==> src/rtl/icache_if.sv <==
// Bus bundle between fetch stage / cache controller and the I-cache datapath.
// master: fetch + controller side (drives address, strobes, memory data).
// slave : datapath side (returns hit, line data, memory request).
interface icache_if #(
  parameter int ADDR_W = 32,
  parameter int DATA_W = 32
);
  logic [ADDR_W-1:0] cache_addr;
  logic [DATA_W-1:0] cache_rdata;
  logic [DATA_W-1:0] mmem_rdata;
  logic [ADDR_W-1:0] mmem_addr;
  logic [DATA_W-1:0] mmem_wdata;
  logic              ld_v;
  logic              ld_tag;
  logic              ld_data;
  logic              hit;

  modport master (
    output cache_addr, mmem_rdata, ld_v, ld_tag, ld_data,
    input  cache_rdata, mmem_addr, mmem_wdata, hit
  );

  modport slave (
    input  cache_addr, mmem_rdata, ld_v, ld_tag, ld_data,
    output cache_rdata, mmem_addr, mmem_wdata, hit
  );
endinterface

==> src/rtl/icache_datapath.sv <==
// Instruction-cache datapath: direct-mapped, one word per line, register-based
// valid/tag/data arrays with combinational lookup and controller-driven fill.
// Optional macro ICACHE_FILL_FWD_EN: forward mmem_rdata onto cache_rdata while
// ld_data is asserted and suppress hit for that cycle.
module icache_datapath #(
  parameter int ADDR_W   = 32,
  parameter int DATA_W   = 32,
  parameter int INDEX_W  = 4,
  parameter int OFFSET_W = 2
) (
  input  logic     clk,
  input  logic     rst_n,
  icache_if.slave  bus
);

  localparam int TAG_W = ADDR_W - INDEX_W - OFFSET_W;
  localparam int SETS  = 1 << INDEX_W;

  logic [SETS-1:0]   r_valid;
  logic [TAG_W-1:0]  r_tag  [SETS];
  logic [DATA_W-1:0] r_data [SETS];

  logic [INDEX_W-1:0] w_idx;
  logic [TAG_W-1:0]   w_tag;
  logic               w_lookup_hit;

  assign w_idx = bus.cache_addr[OFFSET_W +: INDEX_W];
  assign w_tag = bus.cache_addr[ADDR_W-1 -: TAG_W];

  // Array update: async clear, then independent per-array writes on the indexed set
  always_ff @(posedge clk or negedge rst_n) begin
    if (!rst_n) begin
      r_valid <= '0;
      for (int unsigned i = 0; i < SETS; i++) begin
        r_tag[i]  <= '0;
        r_data[i] <= '0;
      end
    end else begin
      if (bus.ld_v)    r_valid[w_idx] <= 1'b1;
      if (bus.ld_tag)  r_tag[w_idx]   <= w_tag;
      if (bus.ld_data) r_data[w_idx]  <= bus.mmem_rdata;
    end
  end

  // Combinational lookup and read path
  always_comb begin
    w_lookup_hit    = r_valid[w_idx] && (r_tag[w_idx] == w_tag);
`ifdef ICACHE_FILL_FWD_EN
    bus.hit         = w_lookup_hit && !bus.ld_data;
    bus.cache_rdata = bus.ld_data ? bus.mmem_rdata : r_data[w_idx];
`else
    bus.hit         = w_lookup_hit;
    bus.cache_rdata = r_data[w_idx];
`endif
  end

  // Memory request side: word-aligned address, read-only cache never writes
  always_comb begin
    bus.mmem_addr  = {bus.cache_addr[ADDR_W-1:OFFSET_W], {OFFSET_W{1'b0}}};
    bus.mmem_wdata = '0;
  end

endmodule

==> src/flat_wrapper.sv <==
// flat-port wrapper written by rule: the top's interface ports become plain ports
module icache_datapath_flat 
#(
  parameter int ADDR_W   = 32,
  parameter int DATA_W   = 32,
  parameter int INDEX_W  = 4,
  parameter int OFFSET_W = 2
)
  (clk, rst_n, bus_cache_addr, bus_mmem_rdata, bus_ld_v, bus_ld_tag, bus_ld_data, bus_cache_rdata, bus_mmem_addr, bus_mmem_wdata, bus_hit);
  icache_if #(.ADDR_W(ADDR_W), .DATA_W(DATA_W)) bus_i ();
  input  logic clk;
  input  logic rst_n;
  input wire logic [$bits(bus_i.cache_addr)-1:0] bus_cache_addr;
  input wire logic [$bits(bus_i.mmem_rdata)-1:0] bus_mmem_rdata;
  input wire logic [$bits(bus_i.ld_v)-1:0] bus_ld_v;
  input wire logic [$bits(bus_i.ld_tag)-1:0] bus_ld_tag;
  input wire logic [$bits(bus_i.ld_data)-1:0] bus_ld_data;
  output wire logic [$bits(bus_i.cache_rdata)-1:0] bus_cache_rdata;
  output wire logic [$bits(bus_i.mmem_addr)-1:0] bus_mmem_addr;
  output wire logic [$bits(bus_i.mmem_wdata)-1:0] bus_mmem_wdata;
  output wire logic [$bits(bus_i.hit)-1:0] bus_hit;
  assign bus_i.cache_addr = bus_cache_addr;
  assign bus_i.mmem_rdata = bus_mmem_rdata;
  assign bus_i.ld_v = bus_ld_v;
  assign bus_i.ld_tag = bus_ld_tag;
  assign bus_i.ld_data = bus_ld_data;
  assign bus_cache_rdata = bus_i.cache_rdata;
  assign bus_mmem_addr = bus_i.mmem_addr;
  assign bus_mmem_wdata = bus_i.mmem_wdata;
  assign bus_hit = bus_i.hit;
  icache_datapath #(.ADDR_W(ADDR_W), .DATA_W(DATA_W), .INDEX_W(INDEX_W), .OFFSET_W(OFFSET_W)) u_core (.clk(clk), .rst_n(rst_n), .bus(bus_i));
endmodule
==> config.mk <==
export PLATFORM = sky130hd
export DESIGN_NAME = icache_datapath_flat
export DESIGN_NICKNAME = d
export VERILOG_FILES = /design/src/rtl/icache_if.sv /design/src/rtl/icache_datapath.sv /design/src/flat_wrapper.sv
export SDC_FILE = /design/constraint.sdc
export NUM_CORES = 1
export LEC_CHECK = 0
export CORE_UTILIZATION = 55
export DETAILED_ROUTE_END_ITERATION = 12
export GPL_TIMING_DRIVEN = 1
export PLACE_DENSITY_LB_ADDON = 0.1
export RECOVER_POWER = 50
export SYNTH_ARGS = -nofsm -noshare
export SYNTH_HDL_FRONTEND = slang
export SYNTH_SLANG_ARGS = --single-unit
==> constraint.sdc <==
create_clock -name clk -period 3.7 [get_ports clk]
set_input_delay 0.37 -clock clk [delete_from_list [all_inputs] [get_ports clk]]
set_output_delay 0.37 -clock clk [all_outputs]
set_load 0.01 [all_outputs]
==> Word-level counts from Yosys, hierarchy flattened <==
Cells that the tools add are included.
{ "classes": {"magnitude_cmp": 4, "eq_ne": 1, "mux": 16, "bitwise": 2, "n_reduce_logical": 3} }
{ "op_table": {"columns": ["cell", "count"], "rows": [
  ["bitwise mux 512 bit", 1],
  ["bitwise mux 416 bit", 1],
  ["binary-select mux 32 bit (select 4 bit)", 1],
  ["demux 32 bit (select 4 bit)", 1],
  ["binary-select mux 26 bit (select 4 bit)", 1],
  ["demux 26 bit (select 4 bit)", 1],
  ["two-way mux 32 bit", 3],
  ["two-way mux 26 bit", 3],
  ["equality test 26 bit", 1],
  ["bitwise OR 16 bit", 1],
  ["greater-or-equal comparator 5 bit, second input constant", 1],
  ["< comparator 4 x 5 -> 1 bit, second input constant", 1],
  ["< comparator 5 x 1 -> 1 bit, second input constant", 1],
  ["NOT 4 -> 5 bit", 1],
  ["binary-select mux 1 bit (select 4 bit)", 1],
  ["demux 1 bit (select 4 bit)", 1],
  ["greater-or-equal comparator 4 x 1 -> 1 bit, second input constant", 1],
  ["logical AND 1 bit", 3],
  ["two-way mux 1 bit", 2]
]} }
{ "totals": {"register_bits": 944, "input_bits": 69, "wordCells": 59} }

==> Depth between registers and ports, before layout <==
Gate-level depths: netlist (run 1).
{ "logic_depth": {"depth_word": 6, "ltp_mapped": 12, "ltp_nobuf": 7} }

==> Worst setup path before layout (run 1) <==
Ideal clock, no wire load.
{ "synth_path": {"path_kind": "input to output", "start": "input bus_cache_addr[2]", "end": "output bus_cache_rdata[0]", "arrival_ps": 2532, "required_ps": 3330, "slack_ps": 798, "stages": 8, "n_path_buf": 6, "path_cell_list": "buf_6 > buf_12 > buf_8 > buf_4 > buf_2 > buf_2 > mux4_2 > mux4_2"} }
{ "synth_via": {"elab_chain_len": 4} }
{ "synth_rtl": {"columns": ["element", "line_no", "rtl"], "rows": [
  ["from (decl)", "flat_wrapper.sv:13", "input wire logic [$bits(bus_i.cache_addr)-1:0] bus_cache_addr;"],
  ["NOT 4 -> 5 bit (implied by the code)", "icache_datapath.sv:53", "bus.cache_rdata = r_data[w_idx];"],
  ["binary-select mux 32 bit (select 4 bit)", "icache_datapath.sv:53", null],
  ["two-way mux 32 bit (implied by the code) (2 in series)", "icache_datapath.sv:53", null],
  ["to (decl)", "flat_wrapper.sv:18", "output wire logic [$bits(bus_i.cache_rdata)-1:0] bus_cache_rdata;"]
]} }
Every way passes these cells. The select of a mux whose other input is x is not followed.

==> Worst setup path after layout (run 1) <==
{ "layout_path": {"start": "register u_core.r_tag[276] (netlist bit)", "end": "output bus_hit"} }
{ "layout_via": {"elab_chain_len": 5} }
{ "layout_rtl": {"columns": ["element", "line_no", "rtl"], "rows": [
  ["from (decl)", "icache_datapath.sv:20", "logic [TAG_W-1:0] r_tag [SETS];"],
  ["from (signal, indexed assignment)", "icache_datapath.sv:40", "if (bus.ld_tag) r_tag[w_idx] <= w_tag;"],
  ["binary-select mux 26 bit (select 4 bit)", "icache_datapath.sv:47", "w_lookup_hit = r_valid[w_idx] && (r_tag[w_idx] == w_tag);"],
  ["two-way mux 26 bit (implied by the code) (2 in series)", "icache_datapath.sv:47", null],
  ["equality test 26 bit", "icache_datapath.sv:47", null],
  ["logical AND 1 bit", "icache_datapath.sv:47", null],
  ["to (decl)", "flat_wrapper.sv:21", "output wire logic [$bits(bus_i.hit)-1:0] bus_hit;"]
]} }
Every way passes these cells. The select of a mux whose other input is x is not followed.

==> run summary, run 1 <==
The number of antenna violations at the first check in global routing came out at 3. The destination of the worst register-to-register timing path is u_core.r_data[469]$_DFFE_PN0P_. In this run the worst path has a maximum fanout of 2. The setup TNS is 0 ns. The deepest clock path buffer count is 3.

The internal power consumption came out at around 22 mW. Summing internal, switching and leakage power gives about 30 mW. The combinational share of power is 0.190. The pin count of the biggest net entering global routing came out at 92. Of the total power, the share spent switching nets is 0.248. The later pin in the worst-skew pair is clocked with a latency of 0.64 ns. The total leakage power came out at between 20 and 25 nW. Using the TritonRoute via totals, the vias-per-cell ratio works out to between 6 and 7. In the layout the commonest cells are 944 x dfrtp_1, 893 x mux2_2, 242 x mux4_2. STA classifies the critical path endpoint as a primary output. The routed layout has roughly 25k vias. The most critical setup path has its endpoint at bus_hit. The gate count of the mapped netlist is approximately 2.7k. The floorplan step defined a die boundary enclosing ~80,000 sq um.

Setup repair after global routing could not meet its margin everywhere. The worst setup path is launched from a register. The setup slack at placement is -0.226 ns. The proportion of synthesized chip area in sequential cells is 0.547. The count of pins over their slew limit came out at between 80 and 90.

The wire length of the first global-routing pass is 167 mm. The depth of the worst register-to-register path is 1. Port buffering added ~130 buffers. Data arrives at the worst endpoint at roughly 3.2 ns. In the synthesized netlist the dominant register cell turns out to be dfrtp_1. The summed instance area of the synthesized netlist came out at ~43,000 sq um. The number of detailed-route iterations in the first pass came out at 4. The final global-route overflow total is 0. In this run the worst hold path is classified as input pin to register. The number of core rows is about 100. The final weighted congestion of routability-driven global placement is 0.826. The number of global-route vias before repair is roughly 27k. The post-synthesis cell type count is 53. The critical path is of the register to primary output type.

For this run, the post-layout net count is between 2k and 3k. Static timing analysis puts the maximum clock frequency at 0.277 GHz. The deepest level of the CTS H-tree is 3.

Dividing the detail-routed wire length by the instance count gives 27.0 microns. The number of enable-type register cells in the synthesized netlist came out at 0. The slew at the pin with the worst max-slew slack came out at roughly 2.8 ns. The count of final hold-check violations is 0. Setup slack on the worst reg-to-reg path comes out at 2.92 ns. The total CTS buffers came out at approximately 100.

The run finished, with violations left. The clock sink total is around 940. The routed wire length came out at ~110 mm. The top-level port count came out at 166.

IR analysis of the VDD net gives a maximum drop of ~0.00042 V. The fraction of final layout cells with drive strength greater than 1 came out at 0.518. Counting I/O delays and the setup requirement, the final critical path takes 3.61 ns. The count of endpoints failing setup in the final report is 0. The tree is rooted in a clkbuf_16. The die boundary height is approximately 280 microns.

The width of the chip is 282 microns. The fraction of registers with async set or reset after synthesis came out at 1.00. The total core area came out at around 78,000 sq um. The share of total power in sequential cells came out at 0.470. The share of the cycle needed by the critical path after routing came out at 0.976. The area after detailed placement came out at between 40,000 and 50,000 sq um. The worst clock skew is 0 ns. Fill cells in the final layout number 5,618.

The wire-length estimate of the detail-placed layout is about 66 mm. The overall track demand over capacity in global routing came out at 0.281. The residual antenna-violating net count after detailed routing is 0. TritonCTS built the clock tree. The average size of a mapped cell is roughly 16 sq um. Leaving out fill and tap cells, the most frequent cell in the layout is dfrtp_1. The signed area change from the synthesized netlist to the final layout is 16.1%. The endpoint required time on the critical path is approximately 3.3 ns. The number of remaining DRC errors came out at 0. The worst relative slew slack is -0.849. The effective utilization at floorplan is 0.557.

The most critical setup path has its startpoint at u_core.r_tag[276]$_DFFE_PN0P_. The register bit count reported by yosys is 944. The worst register-to-register path begins at u_core.r_data[469]$_DFFE_PN0P_.

The share of total power dissipated in the clock network is 0.340. The number of warnings reported in the yosys synthesis log came out at 0. The ratio of total power to cell area came out at around 590 nW/um^2. The clock-pin slew on the worst setup and hold paths is 0.06 ns.

The final reports fail on capacitance limit, slew limit. The iteration-0 DRC count of the detailed router came out at ~1.6k. The net switching power figure came out at roughly 7.3 mW. The post-route cell area is between 50,000 and 60,000 sq um. The smallest setup slack after layout is 0.0889 ns. Across the run, the number of max-cap violations was 1.
-- worst min-delay path by stage --
stage / depth (start not counted) / to / from / slack (ns)
global placement: 1 / u_core.r_valid[8]$_DFFE_PN0P_ / u_core.r_valid[8]$_DFFE_PN0P_ / 0.45
floorplan: 0 / u_core.r_data[0]$_DFFE_PN0P_ / rst_n / 0.07
detailed placement: 1 / u_core.r_valid[5]$_DFFE_PN0P_ / u_core.r_valid[5]$_DFFE_PN0P_ / 0.46
finish: 4 / u_core.r_valid[0]$_DFFE_PN0P_ / bus_cache_addr[5] / 0.37
CTS: 4 / u_core.r_valid[0]$_DFFE_PN0P_ / bus_cache_addr[5] / 0.34
global route: 4 / u_core.r_valid[0]$_DFFE_PN0P_ / bus_cache_addr[5] / 0.37
-- sequential cells by signal, summed over array words and instances (netlist names) --
name            count
u_core.r_data     512
u_core.r_tag      416
u_core.r_valid     16
-- area by class of cell --
cell class,count,area [sq um],share of cell area
Timing Repair Buffer,334,3500,0.0698
Clock inverter,27,244,0.00486
Inverter,11,43.8,0.000873
Tap cell,1040,1300,0.0259
Clock buffer,156,3110,0.0619
Multi-Input combinational cell,1509,18300,0.365
Antenna cell,3,7.51,0.000150
Sequential cell,944,23600,0.471
-- synthesized netlist by cell type, types with 3 or more instances --
master | number | area [sq um]
nor4_2 | 3 | 37.5
buf_1 | 18 | 67.6
buf_8 | 3 | 45.0
mux2i_1 | 33 | 330
o21ai_0 | 44 | 220
a22o_1 | 9 | 78.8
buf_6 | 5 | 56.3
a2111oi_0 | 3 | 26.3
and3_1 | 3 | 18.8
o22ai_1 | 4 | 25.0
clkinv_1 | 3 | 11.3
inv_1 | 8 | 30.0
a22oi_1 | 14 | 105
clkbuf_1 | 105 | 394
a21oi_1 | 6 | 30.0
o311a_1 | 3 | 30.0
xor2_1 | 8 | 70.1
mux4_1 | 14 | 368
nor2_1 | 31 | 116
nand3_1 | 5 | 25.0
nand4_1 | 3 | 18.8
nor2b_1 | 9 | 56.3
a211oi_1 | 3 | 22.5
nand2_1 | 71 | 267
a21o_1 | 4 | 30.0
and2_1 | 4 | 25.0
o211ai_1 | 5 | 37.5
buf_2 | 66 | 330
o21bai_1 | 13 | 97.6
a221oi_2 | 3 | 45.0
xnor2_1 | 18 | 158
mux4_2 | 242 | 5450
buf_4 | 89 | 668
dfrtp_1 | 944 | 23600
mux2_2 | 893 | 10100
a221oi_1 | 7 | 61.3
-- power by group through the flow --
stage | sequential, mW | clock, mW | combinational [mW]
final | 13.9 | 10.1 | 5.62
after detailed placement | 14.1 | 0 | 5.67
after floorplan | 13.6 | 0 | 4.11
after CTS | 13.9 | 10.3 | 5.69
after global routing | 14.2 | 10.7 | 6.05
after global placement | 13.8 | 0 | 5.44
-- through the flow --
stage          utilization  hold slack, ns  cells
3_5_place_dp         0.604           0.459   3838
5_1_grt              0.646           0.366   4023
4_1_cts              0.648           0.344   4020
2_1_floorplan            -          0.0744   2751
6_report             0.646           0.368   4024
3_3_place_gp         0.604           0.448   3838
-- metal layers --
metal  wire [microns]  share of wire  up-vias  track usage
met5               13        0.00012        -            0
met4             3300          0.030        2       0.0913
met3             4370          0.040      191       0.0395
met2            55900           0.51      576        0.483
met1            45100           0.41    13500        0.371
li1                 -              -    10400            -
-- logic make-up after synthesis --
| family | Yosys count | synth area share |
|---|---|---|
| AND/OR/NAND/NOR | 138 | 0.0144 |
| other | 1 | 0.0000868 |
| multiplexers | 1182 | 0.375 |
| buffers and inverters | 298 | 0.0376 |
| flip-flops | 944 | 0.547 |
| XOR/XNOR | 26 | 0.00527 |
| AO/OA/AOI/OAI | 129 | 0.0209 |
-- critical path, stage by stage, from the launching register on --
cell and delay (ns):
dfrtp_1 0.37, mux4_1 0.53, xnor2_1 0.17, buf_4 0.14
and3_1 0.15, a31oi_1 0.07, a2111oi_0 0.38, o221ai_1 0.22
nor4_4 0.35, buf_2 0.20
-- repair_timing --
action,CTS,global route
cloned,0,1
buffers inserted,0,0
hold buffers,1,0
pin swaps,4,2
endpoints found under the setup margin,6,4
hold endpoints to repair,69,0
gates resized for setup,8,6
Power figures use the tool's default switching activity.
==> inputs of run 2 (changes only) <==
DONT_BUFFER_PORTS = 1   (was not set)
==> run 2 against run 1 <==
  * The flow finishes with violations (hold timing, slew limit)
  * Sequential power about the same
  * Via count fell by 4.0%
  * Global-route usage is 0.96 points lower
  * Maximum frequency down 0.58%
  * Combinational power shrank 16%
  * Clock power is essentially flat
  * Total power down 2.1%
  * First-iteration DRC count increased by 6.4%
  * Non-clock buffer count decreased by 225
  * Critical path depth fell by 1
  * Worst hold slack got worse by 0.94 ns
  * Routed wire length is 3.7% lower
  * Critical endpoint unchanged
  * Largest cell class unchanged
  * Largest power group unchanged
==> run summary, run 2 (synthesized netlist as in run 1, its figures left out) <==
Status: finished with violations (unchanged). Failing checks: hold timing, slew limit (was capacitance limit, slew limit). Leading cell types in the layout, fill and taps excluded: 944 x dfrtp_1, 893 x mux2_2, 242 x mux4_2 (unchanged). Critical path, cell by cell: mux4_1 > o22ai_1 > a311o_1 > o311a_4 > nor4_4 > nand4_1 > nor4_4 > buf_4 (was mux4_1 > xnor2_1 > buf_4 > and3_1 > a31oi_1 > a2111oi_0 > o221ai_1 > nor4_4 > buf_2). The maximum single-stage delay on the critical path came out at 0.40 ns (was 0.53 ns). The final global-route overflow total came out at 0 (unchanged). The setup slack on the worst flop-to-flop path is 2.40 ns (was 2.92 ns). The total core area is 77,600 sq um (unchanged). The worst clock skew came out at 0 ns (unchanged). The insertion delay of the later-clocked pin in the worst-skew pair is 0.65 ns (was 0.64 ns). The top achievable clock speed was 0.275 GHz (was 0.277 GHz). The destination of the worst register-to-register timing path is u_core.r_tag[11]$_DFFE_PN0P_ (was u_core.r_data[469]$_DFFE_PN0P_). The count of endpoints failing setup in the final report is 0 (unchanged).

The die boundary height came out at 282 microns (unchanged). The width of the chip came out at 282 microns (unchanged). The wire length of the first global-routing pass came out at 161 mm (was 167 mm). The post-route cell area was 48,000 sq um (was 50,200 sq um).

The root buffer cell is clkbuf_16 (unchanged). The depth of the worst register-to-register path came out at 2 (was 1). The total leakage power is 20.3 nW (was 21.3 nW).

The setup TNS is 0 ns (unchanged). The top-level port count came out at 166 (unchanged). The setup fix buffers added after clock tree synthesis came out at 0 (unchanged). The fraction of final layout cells with drive strength greater than 1 came out at 0.505 (was 0.518). The die outline area was 79,700 sq um (unchanged). The residual antenna-violating net count after detailed routing is 0 (unchanged). The effective utilization at floorplan came out at 0.557 (unchanged). The buffering stage count on the worst path with inverters included came out at 1 (was 2). The signal arrival time at the worst endpoint is 3.26 ns (was 3.24 ns).

The number of port buffers is 0 (was 129). The number of maximum-capacitance violations is 0 (was 1). The area after detailed placement came to 43,800 sq um (was 46,900 sq um). The signed area change from the synthesized netlist to the final layout came out at 11.0% (was 16.1%). The class of the most critical setup path was register to primary output (unchanged).

The final weighted congestion of routability-driven global placement came out at 0.783 (was 0.826). In this design, the critical path's most frequently occurring cell is nor4_4. The cell type group with the largest total delay on the critical path was simple AND/OR/NAND/NOR gates (was compound AO/OA/AOI/OAI gates). The CTS tree is built (unchanged). The clock sink total came to 944 (unchanged).

The number of detailed-route iterations in the first pass is 7 (was 4). The final critical-path required period came out at 3.63 ns (was 3.61 ns). The top fanout value on the critical path came out at 2 (unchanged). The ratio of total power to cell area is 605 nW/um^2 (was 590 nW/um^2). The number of antenna violations at the first check in global routing came out at 3 (unchanged).

The number of core rows came out at 102 (unchanged). RSZ-0062 raised after global routing: yes (unchanged). The routed wire length is 105 mm (was 109 mm).

The total CTS buffers came out at 102 (was 101). The overall track demand over capacity in global routing came out at 0.272 (was 0.281). The most common cell after layout, fill and taps aside is dfrtp_1 (unchanged). The multi-input combinational cell area is 18,300 sq um (about the same). The count of pins over their slew limit is 763 (was 87). The reg-to-reg critical path startpoint was u_core.r_tag[11]$_DFFE_PN0P_ (was u_core.r_data[469]$_DFFE_PN0P_). The flip-flop count of the largest register after layout came out at 512 (unchanged). The count of vias placed by the detailed router is 23.7k (was 24.7k).

The sequential cell area in the final layout is 23,600 sq um (unchanged). The clock-pin slew on the worst setup and hold paths came to 0.06 ns (about the same). The average vias per placed instance is 6.22 (was 6.13). The deepest level of the CTS H-tree came to 3 (unchanged). The register with the most flip-flops is u_core.r_data (unchanged). The worst relative slew slack is -1.18 (was -0.849). The wire length per cell after detailed routing is 27.5 microns (was 27.0 microns). The iteration-0 DRC count of the detailed router is 1,707 (was 1,605).

The number of nets in the finished design came out at 2,746 (was 2,970). The cell with the biggest individual delay on the critical path is o311a_4 (was mux4_1). The path category of the worst min-delay check is input pin to async pin (was input pin to register). The deepest clock path buffer count came to 3 (unchanged). The number of inserted filler cells in the final layout came out at 5,704 (was 5,618). The number of global-route vias before repair is 25.9k (was 26.9k). The half-perimeter wire length after detailed placement came out at 54.9 mm (was 66.1 mm). The critical path capture point type was a primary output (unchanged). The slew at the pin with the worst max-slew slack is 3.27 ns (was 2.77 ns). The pin count of the biggest net entering global routing was 945 (was 92). The endpoint required time on the critical path is 3.33 ns (about the same).

The share of the cycle needed by the critical path after routing came out at 0.982 (was 0.976). The count of final hold-check violations came out at 329 (was 0). Leading registers by flop count: u_core.r_data x512, u_core.r_tag x416, u_core.r_valid x16 (unchanged).

The number of remaining DRC errors is 0 (unchanged). The sort of element at the start of the critical path is a register (unchanged). The worst vdd rail ir drop came out at 0.000385 V (was 0.000420 V). The quantity of hold-fixing buffers added after cts came out at 63 (was 1). The smallest hold slack was -0.573 ns (was 0.368 ns).
run 2: cell types whose count changed in the layout (fill, tap and decap cells not counted), sizes merged, moves of 2 or more:
cell	change
buf	-141
clkbuf	-15
clkdlybuf4s50	-121
clkinv	-2
clkinvlp	-2
diode	-2
dlygate4sd3	+60
inv	+2
run 2: worst max-delay path by stage:
stage	start	cells past startpoint	end	slack, ns
after floorplan	bus_cache_addr[2]	8	bus_cache_rdata[0]	0.80
after CTS	bus_cache_addr[17]	9	bus_hit	0.01
after global placement	bus_cache_addr[2]	8	bus_hit	0.46
after global routing	u_core.r_tag[222]$_DFFE_PN0P_	8	bus_hit	-0.03
final	u_core.r_tag[63]$_DFFE_PN0P_	8	bus_hit	0.07
after detailed placement	bus_cache_addr[2]	8	bus_hit	0.43
run 2: timing repair:
item | in CTS | in global routing
resized for setup | 2 | 3
cloned | 0 | 0
setup endpoints to repair | 1 | 1
endpoints found under the hold margin | 1851 | 944
run 2: routing by layer:
metal | share of wire | GRT usage
met1 | 0.42 | 0.363
met5 | 0.00020 | 0
met2 | 0.50 | 0.456
met3 | 0.045 | 0.0459
met4 | 0.031 | 0.0859
run 2: cell type report:
class	count	area share
inverter	11	0.000913
timing repair buffer	109	0.0242
multi-input combinational	1509	0.382
clock buffer	164	0.0684
sequential	944	0.493
antenna	1	0.0000522
tap	1040	0.0271
clock inverter	24	0.00459
run 2: power breakdown:
group	internal (mW)	switching, mW	leakage [nW]
Sequential	12.7	1.17	11.6
Clock	6.25	4.12	1.75
Combinational	3.14	1.60	6.95
run 2: through the flow:
| stage | utilization | setup slack [ns] | cells | total power, mW |
|---|---|---|---|---|
| 2_1_floorplan | - | 0.798 | 2751 | 17.7 |
| 6_report | 0.618 | 0.0678 | 3802 | 29.0 |
| 3_5_place_dp | 0.564 | 0.427 | 3550 | 18.6 |
| 4_1_cts | 0.618 | 0.0122 | 3801 | 29.2 |
| 5_1_grt | 0.618 | -0.0259 | 3802 | 30.3 |
| 3_3_place_gp | 0.564 | 0.457 | 3550 | 18.2 |
run 2: worst register-to-register path: stages, from the launching register on:
cell and delay (ns):
dfrtp_1 0.38, mux2_2 0.25, dlygate4sd3_1 0.55
